--- src/rtl/result_unloader.sv ---
// Purpose : streams the active row_w x col_x window of a 3x3 MAC result array, row-major, one 10-bit element per beat.
// Latency : first valid_out 2 cycles after the unload_res rising edge; done pulses one cycle after the last accepted beat.
// Backpress: valid/ready; with ready_out low the current beat, last_out and counters hold. Macro RESULT_UNLOADER_CLAMP_EN clamps data_out to 255.
module result_unloader (
  input  logic        clk,
  input  logic        rst,
  input  logic        unload_res,
  input  logic [1:0]  row_w,
  input  logic [1:0]  col_x,
  input  logic [89:0] mac_res,
  input  logic        ready_out,
  output logic [9:0]  data_out,
  output logic        valid_out,
  output logic        last_out,
  output logic        busy,
  output logic        done
);

  typedef enum logic [1:0] {
    ST_IDLE,
    ST_CAPTURE,
    ST_SEND,
    ST_DONE
  } state_t;

  state_t      state_q, state_d;
  logic        unload_q, unload_d;
  // arm_q is set once unload_res has been seen low, so a level still high
  // coming out of reset cannot masquerade as a fresh rising edge.
  logic        arm_q, arm_d;
  logic [1:0]  row_q, row_d;
  logic [1:0]  col_q, col_d;
  logic [1:0]  r_q, r_d;
  logic [1:0]  c_q, c_d;
  logic [9:0]  elem_q [9];
  logic [9:0]  elem_d [9];

  logic        start;
  logic        is_last_col;
  logic        is_last_row;
  logic        xfer;
  logic [3:0]  idx;
  logic [9:0]  elem_sel;

  // Output datapath: select the current element and qualify it with SEND.
  always_comb begin
    idx         = 4'(r_q) * 4'd3 + 4'(c_q);
    elem_sel    = elem_q[idx];
    valid_out   = (state_q == ST_SEND);
    is_last_col = (c_q == col_q - 2'd1);
    is_last_row = (r_q == row_q - 2'd1);
    last_out    = valid_out && is_last_row && is_last_col;
    xfer        = valid_out && ready_out;
    busy        = (state_q == ST_CAPTURE) || (state_q == ST_SEND);
    done        = (state_q == ST_DONE);
    data_out    = '0;
    if (valid_out) begin
`ifdef RESULT_UNLOADER_CLAMP_EN
      data_out = (elem_sel > 10'd255) ? 10'd255 : elem_sel;
`else
      data_out = elem_sel;
`endif
    end
  end

  // Next-state: edge detect, FSM sequencing, capture and beat counters.
  always_comb begin
    state_d  = state_q;
    unload_d = unload_res;
    arm_d    = arm_q;
    row_d    = row_q;
    col_d    = col_q;
    r_d      = r_q;
    c_d      = c_q;
    elem_d   = elem_q;
    start    = unload_res && !unload_q && arm_q;

    if (!unload_res) begin
      arm_d = 1'b1;
    end

    case (state_q)
      ST_IDLE: begin
        if (start) begin
          row_d   = row_w;
          col_d   = col_x;
          state_d = ST_CAPTURE;
        end
      end
      ST_CAPTURE: begin
        for (int i = 0; i < 9; i++) begin
          elem_d[i] = mac_res[10*i +: 10];
        end
        r_d     = 2'd0;
        c_d     = 2'd0;
        state_d = ((row_q == 2'd0) || (col_q == 2'd0)) ? ST_DONE : ST_SEND;
      end
      ST_SEND: begin
        if (xfer) begin
          if (last_out) begin
            state_d = ST_DONE;
          end else if (is_last_col) begin
            c_d = 2'd0;
            r_d = r_q + 2'd1;
          end else begin
            c_d = c_q + 2'd1;
          end
        end
      end
      ST_DONE: begin
        state_d = ST_IDLE;
      end
      default: begin
        state_d = ST_IDLE;
      end
    endcase
  end

  // State registers with synchronous reset taking priority.
  always_ff @(posedge clk) begin
    if (rst) begin
      state_q  <= ST_IDLE;
      unload_q <= 1'b0;
      arm_q    <= 1'b0;
      row_q    <= 2'd0;
      col_q    <= 2'd0;
      r_q      <= 2'd0;
      c_q      <= 2'd0;
      for (int i = 0; i < 9; i++) begin
        elem_q[i] <= 10'd0;
      end
    end else begin
      state_q  <= state_d;
      unload_q <= unload_d;
      arm_q    <= arm_d;
      row_q    <= row_d;
      col_q    <= col_d;
      r_q      <= r_d;
      c_q      <= c_d;
      for (int i = 0; i < 9; i++) begin
        elem_q[i] <= elem_d[i];
      end
    end
  end

endmodule

--- config.mk ---
export PLATFORM = sky130hd
export DESIGN_NAME = result_unloader
export DESIGN_NICKNAME = d
export VERILOG_FILES = /design/src/rtl/result_unloader.sv
export SDC_FILE = /design/constraint.sdc
export NUM_CORES = 1
export LEC_CHECK = 0
export ABC_CLOCK_PERIOD_IN_PS = 4500
export CORE_AREA = 2 2 96 107
export DETAILED_ROUTE_END_ITERATION = 6
export DIE_AREA = 0 0 98 109
export PLACE_DENSITY = 0.83
export SETUP_SLACK_MARGIN = 0.02
export SLEW_MARGIN = 25
export SYNTH_ARGS = -nofsm -noshare
export SYNTH_HDL_FRONTEND = slang
export SYNTH_SLANG_ARGS = --single-unit
--- constraint.sdc ---
create_clock -name clk -period 4.5 [get_ports clk]
set_input_delay 0.9 -clock clk [delete_from_list [all_inputs] [get_ports clk]]
set_output_delay 0.9 -clock clk [all_outputs]
set_load 0.01 [all_outputs]
==> results of run 1 <==
-- final timing paths --
| path | end | slack (ns) | cells past startpoint |
|---|---|---|---|
| min | arm_q | 0.47 | 2 |
| max | data_out[0] | 0.14 | 12 |
| max reg2reg | elem_q[35] | 2.27 | 5 |
| min reg2reg | arm_q | 0.47 | 2 |
-- timing repair --
action	CTS	global route
setup buffers	0	3
hold buffers	0	0
hold endpoints to repair	0	0
gates cloned	1	2
pin swaps	1	2
gates resized for setup	15	25
setup endpoints to repair	10	9
-- flip-flops by register name (all words and copies together) (netlist names) --
register  flops
row_q         2
elem_q       90
c_q           2
unload_q      1
col_q         2
r_q           2
arm_q         1
state_q       2
-- cell families (layout without fill, tap and decap cells) --
kind of cell               count (synthesis)  after routing  synth area share [%]
and+or+nand+nor                          128            128                 11.76
muxes                                    125            125                 32.21
AOI/OAI and AO/OA                         28             28                 3.893
adders and majority gates                 12             12                 3.544
xor gates and xnor gates                   7              7                 1.315
DFF                                      102            102                 43.81
buffers and inverters                     38            150                 3.463
-- layer usage --
metal	track usage, %	up-vias	wire [um]
li1	-	1748	-
met1	26.05	1704	4659
met2	38.31	122	6077
met3	4.936	18	683
met4	7.341	0	261
met5	0	-	0
-- tightest hold or removal path, stage by stage (launching register included) --
cell	delay (ns)
sky130_fd_sc_hd__dfxtp_1	0.34
sky130_fd_sc_hd__inv_1	0.05
sky130_fd_sc_hd__a21oi_1	0.05
-- cells in the final DEF (no fill, tap or decap), types with 7 or more instances in the layout --
cell and n:
sky130_fd_sc_hd__inv_1 12, sky130_fd_sc_hd__buf_4 7, sky130_fd_sc_hd__ha_1 9, sky130_fd_sc_hd__mux4_2 20, sky130_fd_sc_hd__clkbuf_8 10, sky130_fd_sc_hd__o21ai_0 12, sky130_fd_sc_hd__clkbuf_2 9, sky130_fd_sc_hd__dfxtp_1 99
sky130_fd_sc_hd__nor2_1 97, sky130_fd_sc_hd__mux2i_1 103, sky130_fd_sc_hd__clkdlybuf4s50_1 100, sky130_fd_sc_hd__nand2_1 14
-- through the flow --
stage | total power [mW] | setup WS, ns | area [um2] | std cells
floorplan | 1.901 | 0.9053 | 4661 | 440
global placement | 2.152 | 0.2482 | 5868 | 650
detailed placement | 2.189 | 0.1276 | 5868 | 650
CTS | 2.737 | 0.02348 | 6090 | 667
global route | 2.876 | 0.01891 | 6118 | 672
finish | 2.733 | 0.1371 | 6118 | 672
-- report_power, final --
part           internal, mW  switching (mW)  total, mW
Clock                 0.226           0.328      0.554
Sequential             1.11           0.141       1.25
Combinational         0.497           0.432      0.929
Total                  1.83           0.902       2.73
-- area by class of cell --
type | count | area [um2] | area share, %
Clock buffer | 10 | 137.6 | 2.249
Multi-Input combinational cell | 300 | 2480 | 40.53
Clock inverter | 6 | 53.80 | 0.8793
Timing Repair Buffer | 122 | 1201 | 19.63
Sequential cell | 102 | 2051 | 33.52
Inverter | 12 | 45.04 | 0.7362
Tap cell | 120 | 150.1 | 2.454
==> impl_metrics.prom, run 1 <==
# TYPE chip_impl_metric gauge
chip_impl_info{name="status",value="finished, final reports clean"} 1
chip_impl_metric{name="required_time_reported_for_the_critical_path_endpoint",unit="ns"} 3.60
chip_impl_metric{name="clkTransAtPathRegs",unit="ns"} 0.10
chip_impl_metric{name="grt_pass1_wl",unit="mm"} 17.86
chip_impl_metric{name="dr_wl_cell",unit="um"} 17.38
chip_impl_metric{name="grt_use_total",unit="%"} 21.62
chip_impl_metric{name="clk_latency",unit="ns"} 0.36
chip_impl_metric{name="post_synth_instance_area",unit="um2"} 4661
chip_impl_metric{name="totalWireLength",unit="mm"} 11.68
chip_impl_metric{name="post-route-min-period",unit="ns"} 4.363
chip_impl_metric{name="final_core_utilization",unit="%"} 63.39
chip_impl_info{name="min-delay-path-class",value="reg -> reg"} 1
chip_impl_metric{name="insertedDiodeCount",unit=""} 0
chip_impl_metric{name="finalSetupViolCount",unit=""} 0
chip_impl_info{name="cp_common_cell",value="sky130_fd_sc_hd__inv_1"} 1
chip_impl_metric{name="cellLeakagePower",unit="nW"} 2.295
chip_impl_metric{name="grt_max_degree",unit=""} 107
chip_impl_metric{name="initial_utilization",unit="%"} 48.29
chip_impl_info{name="synthFlopType",value="sky130_fd_sc_hd__dfxtp_1"} 1
chip_impl_metric{name="drt-initial-drc-count",unit=""} 165
chip_impl_metric{name="first_global_vias",unit=""} 3573
chip_impl_info{name="synth.cells.most_frequent",value="105 x sky130_fd_sc_hd__mux2i_1, 102 x sky130_fd_sc_hd__dfxtp_1, 97 x sky130_fd_sc_hd__nor2_1, 20 x sky130_fd_sc_hd__mux4_2, 14 x sky130_fd_sc_hd__nand2_1"} 1
chip_impl_info{name="yosys.area.top_type",value="sky130_fd_sc_hd__dfxtp_1"} 1
chip_impl_metric{name="clock_tree_buf_depth",unit=""} 2
chip_impl_metric{name="worst_slew_margin_rel",unit="%"} 47.61
chip_impl_metric{name="area_growth",unit="%"} 31.28
chip_impl_metric{name="avg_inst_size_synth",unit="um2"} 10.59
chip_impl_info{name="cts.root.buffer_cell",value="sky130_fd_sc_hd__clkbuf_8"} 1
chip_impl_info{name="endpoint_kind",value="output pin"} 1
chip_impl_metric{name="timing.hold.ws",unit="ns"} 0.4750
chip_impl_metric{name="fmaxAchievable",unit="MHz"} 229.2
chip_impl_info{name="critical_path.top_delay_family",value="adder cells"} 1
chip_impl_info{name="min-delay-start",value="arm_q"} 1
chip_impl_info{name="regToRegStartpoint",value="state_q[1]"} 1
chip_impl_metric{name="design.core.area",unit="um2"} 9652
chip_impl_metric{name="cts-buffers-inserted",unit=""} 9
chip_impl_metric{name="max_cap_viol_count",unit=""} 0
chip_impl_info{name="timing_worst_setup_path_type",value="reg -> out"} 1
chip_impl_metric{name="design.final.nets",unit=""} 657
chip_impl_info{name="most_frequent_cell_after_synthesis",value="sky130_fd_sc_hd__mux2i_1"} 1
chip_impl_metric{name="gp_routability_congestion",unit=""} 0.8156
chip_impl_metric{name="numClockSinks",unit=""} 102
chip_impl_metric{name="drt_drc_violations_left",unit=""} 0
chip_impl_metric{name="worst_ir_drop_vdd",unit="mV"} 0.2370
chip_impl_metric{name="yosysUniqueCellTypes",unit=""} 37
chip_impl_info{name="slowest_stage_cell_crit_path",value="sky130_fd_sc_hd__fa_2"} 1
chip_impl_metric{name="postSynthNetCount",unit=""} 550
chip_impl_info{name="tritoncts",value="yes"} 1
chip_impl_metric{name="clock-skew-final",unit="ns"} 0.008420
chip_impl_metric{name="synth-seq-cells",unit=""} 102
chip_impl_metric{name="filler_cell_count",unit=""} 775
chip_impl_info{name="grt_setup_unrepaired",value="false"} 1
chip_impl_metric{name="critPathMaxStageDelay",unit="ns"} 0.66
chip_impl_metric{name="worstPathBufferInverterCount",unit=""} 6
chip_impl_metric{name="overflow",unit=""} 0
chip_impl_metric{name="count_of_input_and_output_buffers",unit=""} 111
chip_impl_info{name="cp_cell_sequence",value="inv_1 > fa_1 > inv_1 > ha_1 > inv_1 > fa_2 > buf_12 > buf_4 > mux4_2 > mux2i_2 > o21ai_0 > clkbuf_2"} 1
chip_impl_metric{name="sequential_to_total_area_share_from_yosys_stat",unit="%"} 43.81
chip_impl_metric{name="die_h",unit="um"} 109
chip_impl_metric{name="worstMarginPinSlew",unit="ns"} 0.7859
chip_impl_metric{name="setup_total_negative_slack",unit="ns"} 0
chip_impl_metric{name="vias_per_cell",unit=""} 5.345
chip_impl_info{name="crit_path_start_kind",value="flop"} 1
chip_impl_metric{name="power_density",unit="nW/um2"} 446.7
chip_impl_metric{name="die_w",unit="um"} 98
chip_impl_metric{name="antenna_violating_nets_post_route",unit=""} 0
chip_impl_metric{name="max_slew_violation_total_from_the_final_report",unit=""} 0
chip_impl_metric{name="synth-warning-count",unit=""} 0
chip_impl_metric{name="cp_max_fo",unit=""} 6
chip_impl_metric{name="timing_hold_violations_final",unit=""} 0
chip_impl_metric{name="post-synth-top-area-fraction",unit="%"} 43.81
chip_impl_metric{name="detailed_place_hpwl",unit="mm"} 8.614
chip_impl_metric{name="synth_enable_flop_cells",unit=""} 0
chip_impl_metric{name="design.die.area",unit="um2"} 10680
chip_impl_metric{name="synth-async-reset-ratio",unit="%"} 0
chip_impl_info{name="worst_setup_path_startpoint",value="c_q[1]"} 1
chip_impl_metric{name="critPathArrivalTime",unit="ns"} 3.46
chip_impl_info{name="synth.area.top_cells",value="sky130_fd_sc_hd__dfxtp_1 44%, sky130_fd_sc_hd__mux2i_1 23%, sky130_fd_sc_hd__mux4_2 9.7%"} 1
chip_impl_metric{name="vias",unit=""} 3592
chip_impl_metric{name="antenna_violations_before_repair",unit=""} 0
chip_impl_metric{name="synthesis.instances",unit=""} 440
chip_impl_metric{name="final_layout_size_suffix_gt1_share",unit="%"} 12.32
chip_impl_metric{name="detail_route.first_pass.iterations",unit=""} 4
chip_impl_metric{name="final_min_period_over_clock_period",unit="%"} 96.95
chip_impl_metric{name="h-tree-depth",unit=""} 3
chip_impl_metric{name="design.portCount",unit=""} 112
chip_impl_metric{name="site_rows",unit=""} 38
No activity file was read; power rests on OpenSTA's default activity.
==> inputs of run 2 (changes only) <==
--- a/config.mk
+++ b/config.mk
@@ -9,7 +9,7 @@
 export CORE_AREA = 2 2 96 107
 export DETAILED_ROUTE_END_ITERATION = 6
 export DIE_AREA = 0 0 98 109
-export PLACE_DENSITY = 0.83
+export PLACE_DENSITY = 0.88
 export SETUP_SLACK_MARGIN = 0.02
 export SLEW_MARGIN = 25
 export SYNTH_ARGS = -nofsm -noshare
==> impl_metrics.prom, run 2 (synthesis gave the netlist of run 1 again) <==
# TYPE chip_impl_metric gauge
chip_impl_metric{name="design.portCount",unit=""} 112
chip_impl_metric{name="final_layout_size_suffix_gt1_share",unit="%"} 12.61
chip_impl_metric{name="first_global_vias",unit=""} 3687
chip_impl_info{name="status",value="finished, final reports clean"} 1
chip_impl_info{name="final_cell_mix",value="103 x sky130_fd_sc_hd__mux2i_1, 100 x sky130_fd_sc_hd__clkdlybuf4s50_1, 99 x sky130_fd_sc_hd__dfxtp_1"} 1
chip_impl_metric{name="grt_max_degree",unit=""} 107
chip_impl_metric{name="max_slew_violation_total_from_the_final_report",unit=""} 0
chip_impl_metric{name="clk_latency",unit="ns"} 0.36
chip_impl_metric{name="cellLeakagePower",unit="nW"} 2.323
chip_impl_metric{name="dr_wl_cell",unit="um"} 17.73
chip_impl_info{name="capturing_instance_or_port_of_the_critical_path",value="data_out[5]"} 1
chip_impl_info{name="min-delay-path-class",value="reg -> reg"} 1
chip_impl_metric{name="clock-skew-final",unit="ns"} 0.008145
chip_impl_info{name="regToRegStartpoint",value="state_q[1]"} 1
chip_impl_metric{name="initial_utilization",unit="%"} 48.29
chip_impl_metric{name="cp_max_fo",unit=""} 6
chip_impl_metric{name="seqPwrFrac",unit="%"} 45.3
chip_impl_info{name="crit_path_start_kind",value="flop"} 1
chip_impl_info{name="cp_cell_sequence",value="inv_2 > fa_1 > inv_1 > ha_1 > inv_1 > fa_2 > buf_4 > buf_12 > mux4_2 > mux2i_2 > o21ai_1 > clkdlybuf4s15_1"} 1
chip_impl_metric{name="worst-path-stages",unit=""} 12
chip_impl_info{name="cp_common_cell",value="sky130_fd_sc_hd__inv_1"} 1
chip_impl_metric{name="post-route-min-period",unit="ns"} 4.430
chip_impl_metric{name="clock_tree_buf_depth",unit=""} 2
chip_impl_metric{name="overflow",unit=""} 0
chip_impl_metric{name="detailed_place_hpwl",unit="mm"} 8.761
chip_impl_metric{name="vias_per_cell",unit=""} 5.409
chip_impl_metric{name="p_sw_share",unit="%"} 31.91
chip_impl_metric{name="final_min_period_over_clock_period",unit="%"} 98.45
chip_impl_info{name="dr.max_layer_used",value="met4"} 1
chip_impl_metric{name="site_rows",unit=""} 38
chip_impl_metric{name="place.detailed.instances",unit=""} 650
chip_impl_metric{name="finalSetupViolCount",unit=""} 0
chip_impl_metric{name="path_depth_of_the_worst_reg2reg_path",unit=""} 5
chip_impl_info{name="regToRegEndpoint",value="elem_q[31]"} 1
chip_impl_metric{name="internal_power",unit="mW"} 1.879
chip_impl_metric{name="grt_pass1_wl",unit="mm"} 18.41
chip_impl_metric{name="critPathMaxStageDelay",unit="ns"} 0.63
chip_impl_metric{name="antenna_violations_before_repair",unit=""} 0
chip_impl_metric{name="insertedDiodeCount",unit=""} 0
chip_impl_metric{name="power_density",unit="nW/um2"} 447.9
chip_impl_metric{name="worstMarginPinSlew",unit="ns"} 0.9264
chip_impl_metric{name="drt_drc_violations_left",unit=""} 0
chip_impl_metric{name="grt_use_total",unit="%"} 22.22
chip_impl_metric{name="h-tree-depth",unit=""} 3
chip_impl_metric{name="worstPathBufferInverterCount",unit=""} 6
chip_impl_metric{name="routed-wl-met2",unit="mm"} 6.098
chip_impl_info{name="critical_path.top_delay_family",value="adder cells"} 1
chip_impl_metric{name="count_of_input_and_output_buffers",unit=""} 111
chip_impl_info{name="worst_setup_path_startpoint",value="r_q[1]"} 1
chip_impl_info{name="endpoint_kind",value="output pin"} 1
chip_impl_metric{name="worst_slew_margin_rel",unit="%"} 38.24
chip_impl_metric{name="timing_hold_violations_final",unit=""} 0
chip_impl_metric{name="max_cap_viol_count",unit=""} 0
chip_impl_metric{name="design.final.nets",unit=""} 660
chip_impl_info{name="tritoncts",value="yes"} 1
chip_impl_info{name="cts.root.buffer_cell",value="sky130_fd_sc_hd__clkbuf_8"} 1
chip_impl_info{name="timing_worst_setup_path_type",value="reg -> out"} 1
chip_impl_metric{name="worst_ir_drop_vdd",unit="mV"} 0.2593
chip_impl_metric{name="design.core.area",unit="um2"} 9652
chip_impl_metric{name="die_w",unit="um"} 98
chip_impl_metric{name="final_cells",unit=""} 675
chip_impl_metric{name="vias",unit=""} 3651
chip_impl_metric{name="design.die.area",unit="um2"} 10680
chip_impl_metric{name="gp_routability_congestion",unit=""} 0.8281
chip_impl_info{name="slowest_stage_cell_crit_path",value="sky130_fd_sc_hd__fa_2"} 1
chip_impl_metric{name="critPathArrivalTime",unit="ns"} 3.53
chip_impl_metric{name="switching_power",unit="uW"} 880.5
chip_impl_metric{name="cts-buffers-inserted",unit=""} 9
chip_impl_metric{name="required_time_reported_for_the_critical_path_endpoint",unit="ns"} 3.60
chip_impl_info{name="grt_setup_unrepaired",value="true"} 1
chip_impl_metric{name="power.combinational.fraction",unit="%"} 33.8
chip_impl_metric{name="met1Wirelength",unit="mm"} 4.978
chip_impl_metric{name="timing.reg2reg.setup_slack",unit="ns"} 2.60
chip_impl_metric{name="fmaxAchievable",unit="MHz"} 225.7
chip_impl_info{name="layout_commonest_cell",value="sky130_fd_sc_hd__mux2i_1"} 1
chip_impl_metric{name="clkPwrFrac",unit="%"} 20.9
chip_impl_metric{name="filler_cell_count",unit=""} 755
chip_impl_metric{name="clkTransAtPathRegs",unit="ns"} 0.09
chip_impl_metric{name="final_core_utilization",unit="%"} 63.83
chip_impl_metric{name="largest_register_ffs",unit=""} 90
chip_impl_metric{name="detail_route.first_pass.iterations",unit=""} 5
chip_impl_metric{name="drt-initial-drc-count",unit=""} 278
chip_impl_metric{name="antenna_violating_nets_post_route",unit=""} 0
chip_impl_metric{name="die_h",unit="um"} 109
chip_impl_metric{name="numClockSinks",unit=""} 102
chip_impl_metric{name="dr_wl_met3",unit="um"} 603
chip_impl_metric{name="totalWireLength",unit="mm"} 11.97
chip_impl_metric{name="area_growth",unit="%"} 32.19
chip_impl_info{name="top_register",value="elem_q"} 1
==> run 2: timing repair <==
action | in CTS | in global routing
hold buffers | 0 | 0
setup buffers | 0 | 6
gates cloned | 1 | 1
setup endpoints to repair | 10 | 9
pin swaps | 0 | 2
resized for setup | 16 | 30
==> run 2: final cells by class <==
class	instances	area [um2]	share of cell area, %
multi-input cells	300	2480	40.25
flip-flops and latches	102	2051	33.29
well taps	120	150.1	2.437
inverters	12	45.04	0.7311
repair buffers	125	1237	20.09
clock inverters	5	56.30	0.9139
clock buffers	11	141.4	2.295
==> run 2: layer usage <==
layer | GRT usage [%] | vias to the layer above
met5 | 0 | -
met4 | 8.433 | 0
met3 | 4.167 | 18
met2 | 38.99 | 128
met1 | 27.27 | 1757
li1 | - | 1748
==> run 2: stage by stage <==
step | worst slack [ns] | instance area, um2 | hold WS, ns | setup TNS, ns | power [mW]
finish | 0.06987 | 6161 | 0.4762 | 0 | 2.760
global route | -0.08438 | 6161 | 0.4965 | -0.1907 | 2.905
CTS | 0.03904 | 6087 | 0.4799 | 0 | 2.756
detailed placement | 0.1744 | 5868 | 0.4639 | 0 | 2.188
global placement | 0.2820 | 5868 | 0.4505 | 0 | 2.149
floorplan | 0.9053 | 4661 | 0.4387 | 0 | 1.901
==> run 2: worst min path at each step <==
stage | to | start | slack, ns | depth (start not counted)
floorplan | arm_q | arm_q | 0.44 | 2
global placement | arm_q | arm_q | 0.45 | 2
detailed placement | arm_q | arm_q | 0.46 | 2
CTS | arm_q | arm_q | 0.48 | 2
global route | r_q[0] | r_q[0] | 0.50 | 1
finish | arm_q | arm_q | 0.48 | 2
==> run 2: tightest hold or removal path, delay by kind of cell (launching register included) <==
| family | cells | cell delay [ns] |
|---|---|---|
| AO/OA/AOI/OAI | 1 | 0.05 |
| buffers and inverters | 1 | 0.05 |
| flip-flops | 1 | 0.34 |
==> run 2: power by group through the flow <==
stage | clock [mW] | sequential [mW] | combinational (mW)
floorplan | 0 | 1.20 | 0.700
global placement | 0 | 1.26 | 0.886
detailed placement | 0 | 1.27 | 0.921
CTS | 0.584 | 1.25 | 0.925
global route | 0.627 | 1.27 | 1.01
finish | 0.577 | 1.25 | 0.933
